### src/rtl/mem_stage.sv
// rtl/mem_stage.sv - memory access stage: byte-wide bus sequencer with stall and registered writeback outputs
module mem_stage (
    input  logic        clk,
    input  logic        rst,
    input  logic        en,
    input  logic [15:0] pc_in,
    input  logic [32:0] control_signals_in,
    input  logic [15:0] addr_in,
    input  logic [15:0] wdata_in,
    output logic        stall,
    output logic        bus_req,
    output logic        bus_we,
    output logic [15:0] bus_addr,
    output logic [7:0]  bus_wdata,
    input  logic [7:0]  bus_rdata,
    input  logic        bus_ack,
    output logic [32:0] control_signals_out,
    output logic [15:0] pc_out,
    output logic [15:0] rdata_out,
    output logic        valid_out
);

    // Memory-op flags occupy the low nibble of the control word.
    localparam int MEM_READ_B_BIT  = 0;
    localparam int MEM_READ_W_BIT  = 1;
    localparam int MEM_WRITE_B_BIT = 2;
    localparam int MEM_WRITE_W_BIT = 3;

    typedef enum logic [1:0] {
        IDLE  = 2'd0,
        BYTE0 = 2'd1,
        BYTE1 = 2'd2,
        DONE  = 2'd3
    } state_t;

    typedef struct packed {
        logic is_mem;
        logic is_write;
        logic is_word;
    } op_t;

    // Write beats read; word beats byte within the chosen direction.
    function automatic op_t ctrl_decode(input logic [3:0] mem_bits);
        op_t op;
        logic rb, rw, wb, ww;
        rb = mem_bits[MEM_READ_B_BIT];
        rw = mem_bits[MEM_READ_W_BIT];
        wb = mem_bits[MEM_WRITE_B_BIT];
        ww = mem_bits[MEM_WRITE_W_BIT];
        op.is_write = wb | ww;
        op.is_mem   = wb | ww | rb | rw;
        op.is_word  = op.is_write ? ww : rw;
        return op;
    endfunction

    state_t      state;
    op_t         in_op;
    logic [15:0] cap_pc;
    logic [32:0] cap_ctrl;
    logic [15:0] cap_addr;
    logic [7:0]  cap_wdata_hi;
    logic        cap_write;
    logic        cap_word;
    logic [15:0] data;

    assign in_op = ctrl_decode(control_signals_in[3:0]);

    // Stall is combinational so upstream freezes in the very cycle a memory op shows up.
    always_comb begin
        stall = 1'b0;
        if (!rst) begin
            stall = (state == BYTE0) || (state == BYTE1) ||
                    ((state == IDLE) && en && in_op.is_mem);
        end
    end

    // Main sequencer: captures the op, walks the bus bytes, retires to writeback.
    always_ff @(posedge clk or posedge rst) begin
        if (rst) begin
            state               <= IDLE;
            cap_pc              <= '0;
            cap_ctrl            <= '0;
            cap_addr            <= '0;
            cap_wdata_hi        <= '0;
            cap_write           <= 1'b0;
            cap_word            <= 1'b0;
            data                <= '0;
            bus_req             <= 1'b0;
            bus_we              <= 1'b0;
            bus_addr            <= '0;
            bus_wdata           <= '0;
            control_signals_out <= '0;
            pc_out              <= '0;
            rdata_out           <= '0;
            valid_out           <= 1'b0;
        end else begin
            valid_out <= 1'b0;
            case (state)
                IDLE: begin
                    if (en) begin
                        if (!in_op.is_mem) begin
                            control_signals_out <= control_signals_in;
                            pc_out              <= pc_in;
                            rdata_out           <= addr_in;
                            valid_out           <= 1'b1;
                        end else begin
                            cap_pc       <= pc_in;
                            cap_ctrl     <= control_signals_in;
                            cap_addr     <= addr_in;
                            cap_wdata_hi <= wdata_in[15:8];
                            cap_write    <= in_op.is_write;
                            cap_word     <= in_op.is_word;
                            data         <= '0;
                            bus_req      <= 1'b1;
                            bus_we       <= in_op.is_write;
                            bus_addr     <= addr_in;
                            bus_wdata    <= wdata_in[7:0];
                            state        <= BYTE0;
                        end
                    end
                end
                BYTE0: begin
                    if (bus_ack) begin
                        if (!cap_write) begin
                            data[7:0] <= bus_rdata;
                        end
                        if (cap_word) begin
                            bus_addr  <= cap_addr + 16'd1;
                            bus_wdata <= cap_wdata_hi;
                            state     <= BYTE1;
                        end else begin
                            bus_req   <= 1'b0;
                            bus_we    <= 1'b0;
                            bus_addr  <= '0;
                            bus_wdata <= '0;
                            state     <= DONE;
                        end
                    end
                end
                BYTE1: begin
                    if (bus_ack) begin
                        if (!cap_write) begin
                            data[15:8] <= bus_rdata;
                        end
                        bus_req   <= 1'b0;
                        bus_we    <= 1'b0;
                        bus_addr  <= '0;
                        bus_wdata <= '0;
                        state     <= DONE;
                    end
                end
                DONE: begin
                    control_signals_out <= cap_ctrl;
                    pc_out              <= cap_pc;
                    valid_out           <= 1'b1;
                    if (cap_write) begin
                        rdata_out <= 16'h0000;
                    end else if (cap_word) begin
                        rdata_out <= data;
                    end else begin
                        rdata_out <= {8'h00, data[7:0]};
                    end
                    state <= IDLE;
                end
                default: state <= IDLE;
            endcase
        end
    end

endmodule

### config.mk
export PLATFORM = sky130hd
export DESIGN_NAME = mem_stage
export DESIGN_NICKNAME = d
export VERILOG_FILES = /design/src/rtl/mem_stage.sv
export SDC_FILE = /design/constraint.sdc
export NUM_CORES = 1
export LEC_CHECK = 0
export CAP_MARGIN = 20
export CORE_MARGIN = 2
export CORE_UTILIZATION = 25
export CTS_BUF_LIST = sky130_fd_sc_hd__clkbuf_8
export DETAILED_ROUTE_END_ITERATION = 16
export PLACE_DENSITY = 0.43
export SETUP_SLACK_MARGIN = 0.5
export SLEW_MARGIN = 10
export SYNTH_ARGS = -nofsm -noshare
export SYNTH_HDL_FRONTEND = slang
export SYNTH_SLANG_ARGS = --single-unit
### constraint.sdc
create_clock -name clk -period 9.5 [get_ports clk]
set_clock_uncertainty 0.2 [all_clocks]
set_input_delay 1.425 -clock clk [delete_from_list [all_inputs] [get_ports clk]]
set_output_delay 1.425 -clock clk [all_outputs]
set_load 0.01 [all_outputs]
==> results of run 1 <==
-- cell families after synthesis --
logic type	Yosys count	synth area share
xor gates and xnor gates	10	0.0104
and+or+nand+nor	189	0.0926
muxes	133	0.190
DFF	185	0.548
buffers and inverters	71	0.0411
AOI/OAI and AO/OA	145	0.107
adders and majority gates	7	0.0104
-- final cells by class --
class	count	area (µm²)
clock buffers	19	262
clock inverters	12	175
fillers	3436	22200
inverters	26	105
multi-input cells	484	3500
flip-flops and latches	185	4630
well taps	448	561
repair buffers	193	1910
-- critical path, delay by kind of cell --
kind                   cells  cell delay (ns)
buffers and inverters      3             1.25
AND/OR/NAND/NOR            2             0.72
AO/OA/AOI/OAI              1             0.11
-- registers in the layout, summed over array words and instances (netlist names) --
register             flops
cap_addr                16
bus_addr                16
data                    16
cap_ctrl                33
bus_req                  1
rdata_out               16
cap_pc                  16
bus_wdata                8
state                    2
cap_write                1
valid_out                1
control_signals_out     33
cap_wdata_hi             8
bus_we                   1
pc_out                  16
cap_word                 1
-- power by group --
group / leakage (nW) / internal [mW] / total, mW / switching [mW]
clock: 0.207 / 0.298 / 0.602 / 0.304
combinational: 2.20 / 0.952 / 1.84 / 0.888
sequential: 2.19 / 1.18 / 1.42 / 0.245
total: 4.60 / 2.43 / 3.87 / 1.44
-- layout by cell type, fill, tap and decap left out, types with 2 or more instances in the layout --
cell | Yosys | routed
bufinv_16 | 0 | 4
clkbuf_8 | 0 | 19
o21ai_0 | 18 | 18
buf_4 | 1 | 8
inv_1 | 25 | 25
nor4_1 | 4 | 4
nor2_1 | 82 | 82
mux2_2 | 2 | 2
nand4_1 | 3 | 3
a21oi_1 | 73 | 73
dfrtp_1 | 185 | 185
mux2_4 | 54 | 54
nand3_1 | 7 | 7
o21a_1 | 11 | 11
xnor2_1 | 9 | 9
o311ai_0 | 6 | 6
o221ai_1 | 2 | 2
a21oi_2 | 2 | 2
nor2b_1 | 9 | 8
a31oi_1 | 4 | 4
mux2i_1 | 74 | 74
clkdlybuf4s50_1 | 0 | 185
nor3_1 | 7 | 7
nand2_1 | 73 | 73
mux2_1 | 3 | 3
ha_1 | 7 | 6
clkinvlp_4 | 0 | 5
a22oi_1 | 20 | 20
-- synth_stat cells, types with 2 or more instances --
library cell,count
mux2_4,54
o21ai_0,18
nor4_1,4
xnor2_1,9
o221ai_1,2
buf_2,19
nor3_1,7
clkbuf_1,17
a21oi_1,73
inv_1,25
a21oi_2,2
nand2_1,73
a22oi_1,20
nand4_1,3
nor2b_1,9
buf_6,7
a31oi_1,4
o311ai_0,6
mux2_2,2
nor2_1,82
mux2_1,3
ha_1,7
mux2i_1,74
o21a_1,11
dfrtp_1,185
nand3_1,7
-- metal layers --
| layer | GRT usage | up-vias |
|---|---|---|
| li1 | - | 2885 |
| met1 | 0.186 | 2902 |
| met2 | 0.201 | 137 |
| met3 | 0.0410 | 12 |
| met4 | 0.0424 | 2 |
| met5 | 0 | - |
-- worst min path at each step --
stage                    start              end  slack [ns]
2_1_floorplan       cap_pc[14]       cap_pc[14]        0.26
3_3_place_gp   cap_wdata_hi[7]  cap_wdata_hi[7]        0.27
6_report       cap_wdata_hi[7]  cap_wdata_hi[7]        0.29
3_5_place_dp   cap_wdata_hi[7]  cap_wdata_hi[7]        0.28
5_1_grt           cap_ctrl[32]     cap_ctrl[32]        0.33
4_1_cts        cap_wdata_hi[7]  cap_wdata_hi[7]        0.30
==> key figures, run 1 <==
Floorplan
  • Ports: roughly 190
  • DIE AREA: 0.0353 mm²
  • Starting Density: 0.253
  • Die Y-Extent: about 190 µm
  • Die W: about 190 µm
  • Core area: approximately 0.033 mm²
  • Row cnt: 67

Setup path
  • Reg2reg path depth: 5
  • Setup CP Type: input port to output pin
  • CP dominant cell by count: clkdlybuf4s50_1
  • Crit-path max FO: 21
  • Worst R2R End: bus_addr[9]
  • Largest stage delay, worst path: 0.61 ns
  • Critical path's slowest cell: or4_4
  • Startpoint types: input port
  • Crit. End Element: output pin
  • FF-to-FF Start: state[0]
  • Required @ worst endpoint: just under 8 ns
  • Crit. Startpoint: control_signals_in[0]
  • CP Data Arrival Time: 3.53 ns
  • FF-to-FF setup slack: 6.39 ns
  • CP cell instances: clkdlybuf4s50_1 -> or4_4 -> nand3_1 -> buf_4 -> a21oi_1 -> clkdlybuf4s50_1
  • Worst Setup EP: stall

Drt
  • Total Wirelength: roughly 23,000 µm
  • Routed WL per cell: 16.9 µm
  • WL met3: 1470 µm
  • Via count: 5,938
  • Post-DRT Antenna Nets: 0
  • Vias per inst: roughly 4.3
  • Highest Signal Layer: met5
  • Metal-1 WL: 11,100 µm
  • DRT iter0 DRCs: 266
  • Residual DRC: 0
  • 1st-pass router iterations: 4
  • Met2 wire len: 10,200 µm

Cells and area
  • Fin cells: 1,367
  • Antenna cells: 0
  • Layout cells sized above 1: 0.114
  • Final layout net count: 1,007
  • Area delta synth->final: 32.0%
  • Finished layout cell area: about 0.011 mm²
  • Layout Utilization: 0.334

CTS
  • Clk slew on worst S/H paths: 0.09 ns
  • CTS root buf: clkbuf_8
  • Clock buffer count from CTS: 17
  • H-tree depth: 4
  • CTS Hold Bufs: 0
  • Post-CTS setup buffers: 0
  • Clock Path Buffers: 2
  • Post-CTS resize count: 0
  • CTS Sinks: 185
  • CTS tree: yes
  • Worst skew pair latency: 0.48 ns

Power
  • Leak: around 4.6 nW
  • Total power density per cell area: about 350 mW/mm²
  • Maximum VDD drop: around 0.00015 V
  • Final Power: just under 4 mW

Timing
  • RSZ-0062 raised after global routing: false
  • Worst-margin pin slew: between 1 and 1.5 ns
  • PnR worst setup slack: between 4 and 5 ns
  • Slew Viols, Final: 0
  • Final hold slack: 0.292 ns
  • Final setup fails: 0
  • Setup_tns: 0 ns
  • Fmax: 194 MHz
  • Final hold vios: 0
  • Tcrit/Tclk final: 0.543
  • Final min period: about 5.2 ns
  • Rel. slew slack: 0.320

Run
  • Max cap viols: 0

GRT
  • GRT Total Usage: 0.134
  • Largest net degree at the start of global routing: 120
  • Initial antenna violation count: 1
  • Remaining global-route overflow: 0
  • Number of global-route vias before repair: 6,036
  • First-pass GRT wire length: 36,500 µm

Place
  • Dpl cell area: 0.0107 mm²
  • Dpl ws: 4.34 ns
  • Cells after DPL: between 1k and 1.5k
  • Number of buffers added on ports: 185
  • Routability Congestion: 0.707
  • DP HPWL: 15,400 µm

Synth
  • Synth Instances: 740
  • Post-Syn Area per Cell: 11.4 µm²
  • Register bit total from synthesis: 185
  • Post-synth top area cell: dfrtp_1
  • Mapped cell area: 0.00844 mm²
  • Number of flops mapped to enable cells by yosys: 0
  • Primary FF master, synth: dfrtp_1
  • Net Count, Synth: 840
  • Top-area cell type share of the netlist area: 0.548
  • Synth top area cells: dfrtp_1, mux2_4, mux2i_1, a21oi_1, nor2_1
  • Synth warn: 0
  • Synth cell types: between 40 and 50
  • Post-synth ARST share: 1.00
  • Sequential element share of the synthesized area: 0.548

Status
  • Status: complete, no violations

Hold path
  • Hold-critical path depth: 1
  • Worst min path class: register to register
Power figures use the tool's default switching activity.
==> run 2: changes to the inputs <==
- PLACE_DENSITY: 0.43 -> 0.45
- clock period: 9.5 -> 4.6 ns (I/O delays scaled with it)
==> key figures, run 2 (synthesis gave the netlist of run 1 again) <==
Floorplan
  • Die Y-Extent: around 190 µm
  • Die W: 188 µm
  • Core area: between 0.03 and 0.04 mm²
  • Ports: 186
  • Row cnt: 67
  • Starting Density: 0.253
  • DIE AREA: 0.0353 mm²

Setup path
  • CP Data Arrival Time: 2.85 ns
  • Crit-path max FO: 10
  • Startpoint types: register
  • Required @ worst endpoint: 3.71 ns
  • Crit. End Element: output pin
  • Setup CP Type: register to output pin

Timing
  • Final hold slack: 0.297 ns
  • Tcrit/Tclk final: 0.814
  • Slew Viols, Final: 0
  • PnR worst setup slack: around 0.86 ns
  • RSZ-0062 raised after global routing: false
  • Final min period: 3.74 ns
  • Rel. slew slack: 0.345
  • Final hold vios: 0
  • Fmax: roughly 270 MHz
  • Setup_tns: 0 ns
  • Worst-margin pin slew: between 0.9 and 1 ns
  • Final setup fails: 0

Cells and area
  • Most frequent cells in the layout: dfrtp_1, clkdlybuf4s50_1, nor2_1, mux2i_1
  • Biggest regs: cap_ctrl: 33 flops, control_signals_out: 33 flops
  • Layout cells sized above 1: 0.118
  • Final layout net count: 1,009
  • Filler Cell Count: 3,444
  • Area delta synth->final: 32.1%
  • Antenna cells: 0

GRT
  • Number of global-route vias before repair: slightly above 6k
  • Initial antenna violation count: 0
  • GRT Total Usage: 0.132
  • First-pass GRT wire length: 36,100 µm
  • Largest net degree at the start of global routing: 139
  • Remaining global-route overflow: 0

CTS
  • Clock buffer count from CTS: 17
  • CTS Hold Bufs: 0
  • Clock Path Buffers: 2
  • CTS root buf: clkbuf_8
  • CTS tree: yes
  • CTS Sinks: between 150 and 200
  • H-tree depth: 4
  • Post-CTS resize count: 0
  • Worst skew pair latency: 0.48 ns
  • Clk slew on worst S/H paths: about 0.11 ns
  • Post-CTS setup buffers: 0

Place
  • Dpl ws: 1.04 ns
  • Number of buffers added on ports: 185
  • DP HPWL: between 15,000 and 20,000 µm
  • Routability Congestion: 0.741

Status
  • Status: complete, no violations

Power
  • Total power density per cell area: 708 mW/mm²
  • Leak: 4.59 nW
  • Final Power: just under 8 mW
  • Maximum VDD drop: 0.000256 V

Drt
  • 1st-pass router iterations: 4
  • Vias per inst: 4.34
  • Residual DRC: 0
  • Post-DRT Antenna Nets: 0
  • Routed WL per cell: roughly 17 µm
  • Via count: a little under 6k
  • Total Wirelength: roughly 23,000 µm
  • DRT iter0 DRCs: 239

Hold path
  • Worst min path class: register to register

Run
  • Max cap viols: 0
==> run 2: cell types whose count changed in the layout (fill, tap and decap cells not counted) <==
cell	delta
buf_4	-2
buf_12	+4
inv_1	-1
clkbuf_8	-1
clkinvlp_4	-1
inv_8	-1
clkinv_4	+1
inv_6	+7
bufinv_16	-3
==> run 2: worst paths after layout <==
check / cells past startpoint / end / startpoint / slack, ns
setup / recovery: 5 / stall / state[0] / 0.86
hold / removal: 1 / cap_wdata_hi[7] / cap_wdata_hi[7] / 0.30
setup reg to reg: 5 / bus_addr[13] / state[0] / 1.73
hold reg to reg: 1 / cap_wdata_hi[7] / cap_wdata_hi[7] / 0.30
max in group asynchronous: 3 / control_signals_out[14] / rst / 2.98
min in group asynchronous: 3 / bus_wdata[7] / rst / 0.60
==> run 2: worst max-delay path, cell delays in order, from the launching register on <==
cell and delay (ns):
dfrtp_1 0.45, inv_1 0.17, ha_1 0.55, nand3_1 0.39
a21oi_1 0.25, clkdlybuf4s50_1 0.56
==> run 2: where the power goes <==
part | internal [mW] | switching (mW)
sequential | 2.43 | 0.502
combinational | 2.00 | 1.83
clock | 0.456 | 0.668
==> run 2: metal layers <==
metal,vias up,global-route usage,wire length (µm)
met3,18,0.0419,1460
met1,2886,0.185,11300
met2,141,0.194,9660
met5,-,0,0
met4,0,0.0409,311
li1,2898,-,-
==> run 2: stage by stage <==
stage	util	cell area (µm²)	std cells
after floorplan	-	8450	740
after global placement	0.323	10800	1338
after detailed placement	0.323	10800	1338
after CTS	0.334	11200	1370
after global routing	0.334	11200	1370
final	0.334	11200	1370
==> run 2: cell type report <==
type	count	area, µm²	share of cell area
clock buffer	18	248	0.0222
multi-input combinational	484	3500	0.314
sequential	185	4630	0.415
clock inverter	14	136	0.0122
inverter	26	101	0.00909
timing repair buffer	195	1980	0.177
tap	448	561	0.0503
==> run 3: changes to the inputs <==
- clock period: 4.6 -> 3.1 ns (I/O delays scaled with it)
==> key figures, run 3 (synthesis gave the netlist of run 1 again) <==
Status
  • Status: complete, no violations

Cells and area
  • Most common cell after layout, fill and taps aside: clkdlybuf4s50_1
  • Final layout net count: roughly 1.0k
  • Layout cells sized above 1: 0.146
  • Finished layout cell area: between 0.01 and 0.015 mm²
  • Area delta synth->final: 35.2%
  • Antenna cells: 0
  • Layout Utilization: 0.342
  • Most frequent cells in the layout: clkdlybuf4s50_1, dfrtp_1, nor2_1, mux2i_1
  • Filler Cell Count: 3,449
  • Biggest regs: cap_ctrl: 33 flops, control_signals_out: 33 flops

Drt
  • DRT iter0 DRCs: 241
  • Routed WL per cell: 16.6 µm
  • Post-DRT Antenna Nets: 0
  • Total Wirelength: 23,200 µm
  • Via count: 6,072
  • Residual DRC: 0
  • Vias per inst: 4.36
  • 1st-pass router iterations: 5

CTS
  • CTS tree: yes
  • CTS Hold Bufs: 0
  • Clock buffer count from CTS: 17
  • CTS root buf: clkbuf_8
  • Worst skew pair latency: ~0.47 ns
  • H-tree depth: 4
  • CTS Sinks: 185
  • Clk slew on worst S/H paths: 0.11 ns
  • Clock Path Buffers: 2

Floorplan
  • Ports: 186
  • Die Y-Extent: ~190 µm
  • DIE AREA: about 0.035 mm²
  • Row cnt: between 60 and 70
  • Die W: 188 µm
  • Starting Density: 0.253
  • Core area: 0.0334 mm²

Power
  • Maximum VDD drop: 0.000354 V
  • Total power density per cell area: 1050 mW/mm²
  • Leak: 4.73 nW

Timing
  • Final hold vios: 0
  • Fmax: 385 MHz
  • Setup_tns: 0 ns
  • Final min period: 2.60 ns
  • Rel. slew slack: 0.590
  • PnR worst setup slack: 0.502 ns
  • Worst-margin pin slew: approximately 0.61 ns
  • Slew Viols, Final: 0
  • Tcrit/Tclk final: 0.838
  • Final setup fails: 0
  • RSZ-0062 raised after global routing: true
  • Final hold slack: 0.299 ns

GRT
  • Initial antenna violation count: 0
  • GRT Total Usage: 0.135
  • Largest net degree at the start of global routing: just over 80
  • Number of global-route vias before repair: 6,304
  • Remaining global-route overflow: 0
  • First-pass GRT wire length: 36,900 µm

Place
  • Routability Congestion: between 0.7 and 0.8
  • Dpl ws: slightly above 0.07 ns
  • Number of buffers added on ports: roughly 190
  • DP HPWL: 15,700 µm
  • Dpl cell area: 0.0109 mm²

Setup path
  • Setup CP Type: input port to output pin
  • Crit. End Element: output pin
  • CP Data Arrival Time: between 1.5 and 2 ns
  • Startpoint types: input port
  • Crit-path max FO: 2
  • Required @ worst endpoint: ~2.4 ns
  • Reg2reg path depth: 6

Hold path
  • Worst min path class: register to register
  • Hold-critical path depth: 1

Run
  • Max cap viols: 0
[run 3: cell types whose count changed in the layout (fill, tap and decap cells not counted), sizes merged]
cell	delta
clkinv	+1
clkdlybuf4s15	+1
buf	+22
nor2b	+1
clkbuf	-1
clkdlybuf4s50	-1
[run 3: cell type report]
| type | instances | area [µm²] | share of cell area |
|---|---|---|---|
| multi-input combinational | 485 | 3530 | 0.310 |
| tap | 448 | 561 | 0.0491 |
| sequential | 185 | 4630 | 0.406 |
| clock inverter | 15 | 159 | 0.0139 |
| inverter | 26 | 103 | 0.00899 |
| clock buffer | 17 | 234 | 0.0205 |
| timing repair buffer | 217 | 2190 | 0.192 |
[run 3: per-stage QoR]
stage / total power [mW] / cells
after floorplan: 7.89 / 740
after global placement: 10.3 / 1352
after detailed placement: 10.3 / 1352
after CTS: 12.2 / 1391
after global routing: 12.9 / 1393
final: 12.0 / 1393
[run 3: path summary, 6_finish.rpt]
check,startpoint,end,slack (ns)
setup / recovery,control_signals_in[1],stall,0.50
hold / removal,cap_wdata_hi[7],cap_wdata_hi[7],0.30
setup reg to reg,state[0],bus_we,0.72
hold reg to reg,cap_wdata_hi[7],cap_wdata_hi[7],0.30
max in group asynchronous,rst,control_signals_out[0],1.92
min in group asynchronous,rst,bus_addr[5],0.31
[run 3: routing by layer]
layer	track usage	part of all wire
met3	0.0430	0.065
met5	0	0
met2	0.206	0.45
met4	0.0288	0.0044
met1	0.186	0.48
[run 3: timing repair]
action	4_1_cts	5_1_grt
cloned	1	0
gates resized for setup	7	5
setup buffers	6	2
pin swaps	1	2
endpoints found under the setup margin	51	19
[run 3: power breakdown]
part / switching [mW] / leakage (nW) / total [mW] / internal (mW)
Combinational: 2.81 / 2.35 / 5.94 / 3.13
Sequential: 0.731 / 2.19 / 4.34 / 3.61
Clock: 1.01 / 0.191 / 1.68 / 0.670
Total: 4.56 / 4.73 / 12.0 / 7.41
[run 3: worst max-delay path, stage by stage]
cell,delay (ns)
clkdlybuf4s50_1,0.42
or4_4,0.59
nand3_4,0.12
a21oi_1,0.09
clkdlybuf4s15_1,0.24
